File: config.mk
export PLATFORM = sky130hd
export DESIGN_NAME = video_in_pack_flat
export DESIGN_NICKNAME = d
export VERILOG_FILES = /design/src/rtl/video_in_pkg.sv /design/src/rtl/video_in_pack_if.sv /design/src/rtl/video_in_fifo.sv /design/src/rtl/video_in_pack.sv /design/src/flat_wrapper.sv
export SDC_FILE = /design/constraint.sdc
export NUM_CORES = 2
export LEC_CHECK = 0
export CORE_AREA = 2 2 493 299
export CTS_CLUSTER_SIZE = 14
export DETAILED_ROUTE_END_ITERATION = 12
export DIE_AREA = 0 0 495 301
export GPL_ROUTABILITY_DRIVEN = 1
export GPL_TIMING_DRIVEN = 0
export PLACE_DENSITY = 0.73
export SLEW_MARGIN = 10
export SYNTH_ARGS = -nofsm -noshare
export SYNTH_HDL_FRONTEND = slang
export SYNTH_HIERARCHICAL = 1
export SYNTH_SLANG_ARGS = --single-unit
File: constraint.sdc
create_clock -name clk -period 5.5 [get_ports clk]
set_input_delay 1.1 -clock clk [delete_from_list [all_inputs] [get_ports clk]]
set_output_delay 1.1 -clock clk [all_outputs]
set_load 0.005 [all_outputs]
File: src/rtl/video_in_pkg.sv
// video_in_pkg: shared defaults and capture state encoding
// for the video-in pack and store stages.
package video_in_pkg;

   localparam int DEF_WIDTH      = 640;
   localparam int DEF_HEIGHT     = 480;
   localparam int DEF_NB_PACK    = 16;
   localparam int DEF_FIFO_DEPTH = 64;

   typedef enum logic [1:0] {
      IDLE,
      WAIT_SOF,
      CAPTURE,
      DONE
   } pack_state_t;

endpackage

File: src/rtl/video_in_pack_if.sv
// video_in_pack_if: camera pixel stream in, packed word stream out
// towards the video-in RAM store stage.
interface video_in_pack_if;
   import video_in_pkg::*;

   logic        new_addr;
   logic [7:0]  pixel_in;
   logic        line_valid;
   logic        frame_valid;
   logic        r_ack;
   logic [31:0] data_fifo;
   logic        nb_pack_available;
   logic        overflow;
   logic        frame_done;
   pack_state_t state;

   modport master (
      output new_addr, pixel_in, line_valid, frame_valid, r_ack,
      input  data_fifo, nb_pack_available, overflow, frame_done, state
   );

   modport slave (
      input  new_addr, pixel_in, line_valid, frame_valid, r_ack,
      output data_fifo, nb_pack_available, overflow, frame_done, state
   );

endinterface

File: src/rtl/video_in_fifo.sv
// video_in_fifo: synchronous first-word-fall-through FIFO.
// A push into a full FIFO only lands when a pop frees a slot.
module video_in_fifo #(
   parameter  int DEPTH = 64,
   parameter  int W     = 32,
   localparam int AW    = $clog2(DEPTH),
   localparam int LW    = AW + 1
) (
   input  logic          clk,
   input  logic          rst,
   input  logic          flush,
   input  logic          push,
   input  logic          pop,
   input  logic [W-1:0]  wdata,
   output logic [W-1:0]  rdata,
   output logic [LW-1:0] level,
   output logic          full,
   output logic          empty
);

   logic [W-1:0]  mem [DEPTH];
   logic [AW-1:0] wptr;
   logic [AW-1:0] rptr;
   logic          do_push;
   logic          do_pop;

   assign empty   = (level == '0);
   assign full    = (level == LW'(DEPTH));
   assign do_pop  = pop & ~empty;
   assign do_push = push & (~full | do_pop);
   assign rdata   = mem[rptr];

   always_ff @(posedge clk) begin
      if (rst || flush) begin
         wptr  <= '0;
         rptr  <= '0;
         level <= '0;
      end else begin
         if (do_push) wptr <= wptr + AW'(1);
         if (do_pop)  rptr <= rptr + AW'(1);
         level <= level + LW'(do_push) - LW'(do_pop);
      end
   end

   always_ff @(posedge clk) begin
      if (do_push) mem[wptr] <= wdata;
   end

endmodule

File: src/rtl/video_in_pack.sv
// video_in_pack: registers the camera stream, packs four pixels per
// word and queues words for the store stage; re-arms on new_addr.
module video_in_pack
   import video_in_pkg::*;
#(
   parameter int p_WIDTH       = DEF_WIDTH,
   parameter int p_HEIGHT      = DEF_HEIGHT,
   parameter int NB_PACK_STORE = DEF_NB_PACK,
   parameter int FIFO_DEPTH    = DEF_FIFO_DEPTH
) (
   input  logic           clk,
   input  logic           RST,
   video_in_pack_if.slave bus
);

   localparam int              LW    = $clog2(FIFO_DEPTH) + 1;
   localparam logic [19:0]     TOTAL = 20'(p_WIDTH * p_HEIGHT);
   localparam logic [LW-1:0]   THR   = LW'(NB_PACK_STORE);

   pack_state_t   state;
   pack_state_t   state_d;
   logic [7:0]    px_q;
   logic          lv_q;
   logic          fv_q;
   logic          fv_qq;
   logic [23:0]   pack;
   logic [1:0]    byte_idx;
   logic [19:0]   pix_cnt;
   logic          ovf_q;
   logic          done_q;
   logic          fv_rise;
   logic          sample;
   logic          last;
   logic          abort;
   logic          push;
   logic [LW-1:0] level;
   logic          full;
   logic          empty;
   logic [31:0]   rdata;

   assign fv_rise = fv_q & ~fv_qq;
   assign sample  = lv_q & fv_q &
                    ((state == CAPTURE) | ((state == WAIT_SOF) & fv_rise));
   assign last    = sample & ((pix_cnt + 20'd1) == TOTAL);
   assign abort   = (state == CAPTURE) & ~fv_q;
   assign push    = sample & (byte_idx == 2'd3) & ~bus.new_addr;

   video_in_fifo #(
      .DEPTH (FIFO_DEPTH),
      .W     (32)
   ) u_fifo (
      .clk   (clk),
      .rst   (RST),
      .flush (bus.new_addr),
      .push  (push),
      .pop   (bus.r_ack),
      .wdata ({px_q, pack}),
      .rdata (rdata),
      .level (level),
      .full  (full),
      .empty (empty)
   );

   always_ff @(posedge clk) begin
      if (RST) state <= IDLE;
      else     state <= state_d;
   end

   always_comb begin
      state_d = state;
      unique case (state)
         IDLE:     ;
         WAIT_SOF: if (fv_rise) state_d = last ? DONE : CAPTURE;
         CAPTURE:  begin
            if (abort)     state_d = WAIT_SOF;
            else if (last) state_d = DONE;
         end
         DONE:     ;
      endcase
      if (bus.new_addr) state_d = WAIT_SOF;
   end

   always_ff @(posedge clk) begin
      if (RST) begin
         px_q     <= '0;
         lv_q     <= 1'b0;
         fv_q     <= 1'b1;
         fv_qq    <= 1'b1;
         pack     <= '0;
         byte_idx <= '0;
         pix_cnt  <= '0;
         ovf_q    <= 1'b0;
         done_q   <= 1'b0;
      end else begin
         px_q   <= bus.pixel_in;
         lv_q   <= bus.line_valid;
         fv_q   <= bus.frame_valid;
         fv_qq  <= fv_q;
         done_q <= 1'b0;
         if (bus.new_addr) begin
            pack     <= '0;
            byte_idx <= '0;
            pix_cnt  <= '0;
            ovf_q    <= 1'b0;
         end else if (abort) begin
            // partial word of a truncated frame is dropped
            pack     <= '0;
            byte_idx <= '0;
            pix_cnt  <= '0;
         end else if (sample) begin
            unique case (byte_idx)
               2'd0:    pack[7:0]   <= px_q;
               2'd1:    pack[15:8]  <= px_q;
               2'd2:    pack[23:16] <= px_q;
               default: ;
            endcase
            byte_idx <= byte_idx + 2'd1;
            pix_cnt  <= pix_cnt + 20'd1;
            done_q   <= last;
            if (push && full && !bus.r_ack) ovf_q <= 1'b1;
         end
      end
   end

   assign bus.data_fifo         = empty ? '0 : rdata;
   assign bus.nb_pack_available = (level >= THR);
   assign bus.overflow          = ovf_q;
   assign bus.frame_done        = done_q;
   assign bus.state             = state;

endmodule

File: src/flat_wrapper.sv
// flat-port wrapper written by rule: the top's interface ports become plain ports
module video_in_pack_flat import video_in_pkg::*;
#(
   parameter int p_WIDTH       = DEF_WIDTH,
   parameter int p_HEIGHT      = DEF_HEIGHT,
   parameter int NB_PACK_STORE = DEF_NB_PACK,
   parameter int FIFO_DEPTH    = DEF_FIFO_DEPTH
)
  (clk, RST, bus_new_addr, bus_pixel_in, bus_line_valid, bus_frame_valid, bus_r_ack, bus_data_fifo, bus_nb_pack_available, bus_overflow, bus_frame_done, bus_state);
  video_in_pack_if bus_i ();
  input  logic clk;
  input  logic RST;
  input wire logic [$bits(bus_i.new_addr)-1:0] bus_new_addr;
  input wire logic [$bits(bus_i.pixel_in)-1:0] bus_pixel_in;
  input wire logic [$bits(bus_i.line_valid)-1:0] bus_line_valid;
  input wire logic [$bits(bus_i.frame_valid)-1:0] bus_frame_valid;
  input wire logic [$bits(bus_i.r_ack)-1:0] bus_r_ack;
  output wire logic [$bits(bus_i.data_fifo)-1:0] bus_data_fifo;
  output wire logic [$bits(bus_i.nb_pack_available)-1:0] bus_nb_pack_available;
  output wire logic [$bits(bus_i.overflow)-1:0] bus_overflow;
  output wire logic [$bits(bus_i.frame_done)-1:0] bus_frame_done;
  output wire logic [$bits(bus_i.state)-1:0] bus_state;
  assign bus_i.new_addr = bus_new_addr;
  assign bus_i.pixel_in = bus_pixel_in;
  assign bus_i.line_valid = bus_line_valid;
  assign bus_i.frame_valid = bus_frame_valid;
  assign bus_i.r_ack = bus_r_ack;
  assign bus_data_fifo = bus_i.data_fifo;
  assign bus_nb_pack_available = bus_i.nb_pack_available;
  assign bus_overflow = bus_i.overflow;
  assign bus_frame_done = bus_i.frame_done;
  assign bus_state = bus_i.state;
  video_in_pack #(.p_WIDTH(p_WIDTH), .p_HEIGHT(p_HEIGHT), .NB_PACK_STORE(NB_PACK_STORE), .FIFO_DEPTH(FIFO_DEPTH)) u_core (.clk(clk), .RST(RST), .bus(bus_i));
endmodule
==> run summary <==
CTS tree - done
Synth top area share - 75.0%
number of buffers added on ports - 50
ANT nets after route - 0
most frequent cells in the layout - 2048 x edfxtp_1, 470 x mux4_2, 183 x clkbuf_16
max-slew violations - 0
Synth area leader - edfxtp_1
status - complete, but fails checks
Least-Margin Pin Slew - 1.34 ns
R2R Path End - u_core/u_fifo/mem[41][4]$_DFFE_PP_
routability cong. - 0.892
largest net degree at the start of global routing - 68
# rows - 108
Critical Path End Type - primary output
DPL Wire Length - 168000 um
H-tree depth - 4
minimum clock period - 5.59 ns
Hold Crit Depth - 2
CP Launch Type - flop
gr usage total - 34.6%
Die Wd - 495 um
delay-heaviest family, CP - buffers and inverters
Hold Crit Class - flop to flop
RR Startpoint - u_core/bus.state[0]$_SDFFE_PP0P_
reg-to-reg slack, setup - 0.71 ns
RSZ-0062 raised after global routing - true
drt drc - 0
total chip power - 32.9 mW
CP max-delay cell - clkdlybuf4s50_1
worst-path cell chain - buf_4 -> buf_4 -> buf_2 -> mux4_2 -> o22ai_1 -> nor2_1 -> a21oi_4 -> a221oi_1 -> nor2b_2 -> clkdlybuf4s50_1
distinct cell type count after synthesis - 65
Sinks on Clock Net - 2134
final setup margin - -0.0892 ns
synthesized instance count - 3862
synthesized flop and latch total - 2134
Register-to-Register Path Depth - 10
worst path required time - 4.40 ns
Initial Util - 56.9%
cell area after synthesis - 82000 um^2
crit path to - bus_data_fifo[27]
final WL - 256000 um
initial antenna violation count - 17
first-pass GRT wire length - 347000 um
Post-synth EDFFs - 2048
critical path arrival - 4.49 ns
syn_nets - 3894
Area contributors post-synth - edfxtp_1 75%, mux4_2 13%, dfxtp_1 2.1%, mux2i_1 1.5%, a221oi_1 0.86%
Root Buffer - clkbuf_16
Leak - 28.0 nW
max-cap viol count - 0
DR iter-0 viols - 9593
Max Freq - 179 MHz
most frequent CP cell - buf_4
number of global-route vias before repair - 43100
final global-route overflow total - 0
cts bufs inserted - 181
register area share after synthesis - 77.1%
PD cells - 350 nW/um^2
layout cell share with drive strength beyond 1 - 27.3%
ys async rst share - 0%
Vias/cell - 7.27
nets - 4265
mean area per synthesized cell - 21.2 um^2
Yosys warning total - 6
Ports - 51
Layout fillers - 9143
worst skew pair latency - 0.82 ns
cts hold-fix bufs - 0
DRT Pass-1 Iters - 7
top_reg_cell synth - edfxtp_1
failing checks - setup timing
max incr delay on CP - 0.57 ns
Final Hold Violating Endpoints - 0
Die Y - 301 um
final core utilization - 65.4%
routed len/inst - 40.8 um
CTS max path bufs - 3
relative slew slack - 10.5%
Reg clk slew, reported paths - 0.07 ns
Die Area - 149000 um^2
endpoints failing setup - 8
Crit path depth - 10
via count - 45600
crit path kind - flop to primary output
HP Start - u_core/pix_cnt[19]$_SDFFE_PP0P_
WP buf/inv - 4
crit share post-route - 102%
commonest non-fill, non-tap cell in the layout - edfxtp_1
core area - 144000 um^2
Area Overhead vs Synth - 14.9%
VDD IR max - 0.339 mV
clk_skew - 0.0289 ns
Crit Path Max Fanout - 10
-- cell families after synthesis --
group	share of synthesized area, %
AO/OA/AOI/OAI	3.47
XOR/XNOR	0.363
adder cells (fa/ha/maj)	0.284
buffers and inverters	1.62
flip-flops	77.1
multiplexers	14.6
AND/OR/NAND/NOR	2.60
-- cell usage after synthesis (12+ instances only) --
| cell | count |
|---|---|
| buf_2 | 47 |
| buf_1 | 13 |
| inv_1 | 25 |
| dfxtp_1 | 86 |
| xor2_1 | 21 |
| a311oi_1 | 13 |
| a211oi_1 | 18 |
| a22o_1 | 46 |
| xnor2_1 | 13 |
| a21oi_1 | 97 |
| nor3_1 | 16 |
| nor2_1 | 148 |
| nand4_1 | 13 |
| buf_4 | 38 |
| mux2i_1 | 120 |
| edfxtp_1 | 2048 |
| nand2_1 | 72 |
| ha_1 | 17 |
| a221oi_1 | 81 |
| nor4_1 | 12 |
| nand3_1 | 37 |
| o22ai_1 | 51 |
| a22oi_1 | 21 |
| mux4_2 | 470 |
| clkbuf_1 | 103 |
| nand2b_1 | 14 |
| buf_6 | 19 |
| o221ai_1 | 25 |
| mux2_2 | 15 |
| nor2b_1 | 70 |
-- power by group --
part / total [mW] / internal, mW / switching [mW]
Clock: 11.9 / 6.21 / 5.67
Sequential: 17.7 / 17.6 / 0.0500
Combinational: 3.40 / 1.45 / 1.95
Total: 32.9 / 25.3 / 7.67
-- routing by layer --
| layer | vias to the layer above | track usage [%] | part of all wire [%] |
|---|---|---|---|
| met1 | 23400 | 50.0 | 35 |
| li1 | 16900 | - | - |
| met4 | 16 | 13.1 | 4.4 |
| met5 | - | 0 | 0.17 |
| met2 | 4566 | 46.7 | 41 |
| met3 | 701 | 15.3 | 19 |
-- area by class of cell --
class	count	area, um^2	area share [%]
sequential	2134	63300	67.1
multi-input combinational	1479	18400	19.5
clock buffer	236	4810	5.10
timing repair buffer	190	3460	3.67
tap	1925	2410	2.56
buffer	222	1450	1.54
clock inverter	57	362	0.384
inverter	25	96.3	0.102
antenna	4	10.0	0.0106
-- what timing repair did --
action / in CTS / in global routing
gates resized for setup: 152 / 57
pin swaps: 1 / 6
setup buffers: 0 / 0
endpoints found under the hold margin: 0 / 0
setup endpoints to repair: 32 / 28
-- worst min path at each step --
stage                                 endpoint
2_1_floorplan                             flop
3_3_place_gp   u_core/pix_cnt[19]$_SDFFE_PP0P_
3_5_place_dp   u_core/pix_cnt[19]$_SDFFE_PP0P_
4_1_cts        u_core/pix_cnt[19]$_SDFFE_PP0P_
5_1_grt        u_core/pix_cnt[19]$_SDFFE_PP0P_
6_report       u_core/pix_cnt[19]$_SDFFE_PP0P_
-- through the flow --
stage	setup WS (ns)	cells	hold WS, ns	TNS (ns)	area [um^2]
finish	-0.0892	6272	0.528	-0.242	94200
floorplan	1.53	3862	0.485	0	82000
CTS	0.000850	6268	0.527	0	94000
global route	-0.0276	6268	0.577	-0.0353	94200
detailed placement	-0.475	5977	0.505	-4.15	88400
global placement	-2.27	5837	0.503	-3459.63	84900
-- registers in the layout (all words and copies together) (netlist names), 2 cells and up, named ones only --
name and cells:
u_core/byte_idx 2, u_core/u_fifo/level 7, u_core/px_q 8, u_core/u_fifo/rptr 6
u_core/u_fifo/mem 2048, u_core/pack 24, u_core/u_fifo/wptr 6, u_core/bus.state 2
u_core/pix_cnt 20
-- worst register-to-register path, cell delays in order (launching register included) --
cell and delay, ns:
dfxtp_1 0.44, or3b_4 0.45, a21oi_4 0.30, and3b_1 0.26, inv_1 0.07, a21oi_2 0.34, inv_1 0.15, nor2_1 0.23
nand3b_1 0.76, nor2_4 1.13, buf_12 0.31
No activity file was read; power rests on OpenSTA's default activity.
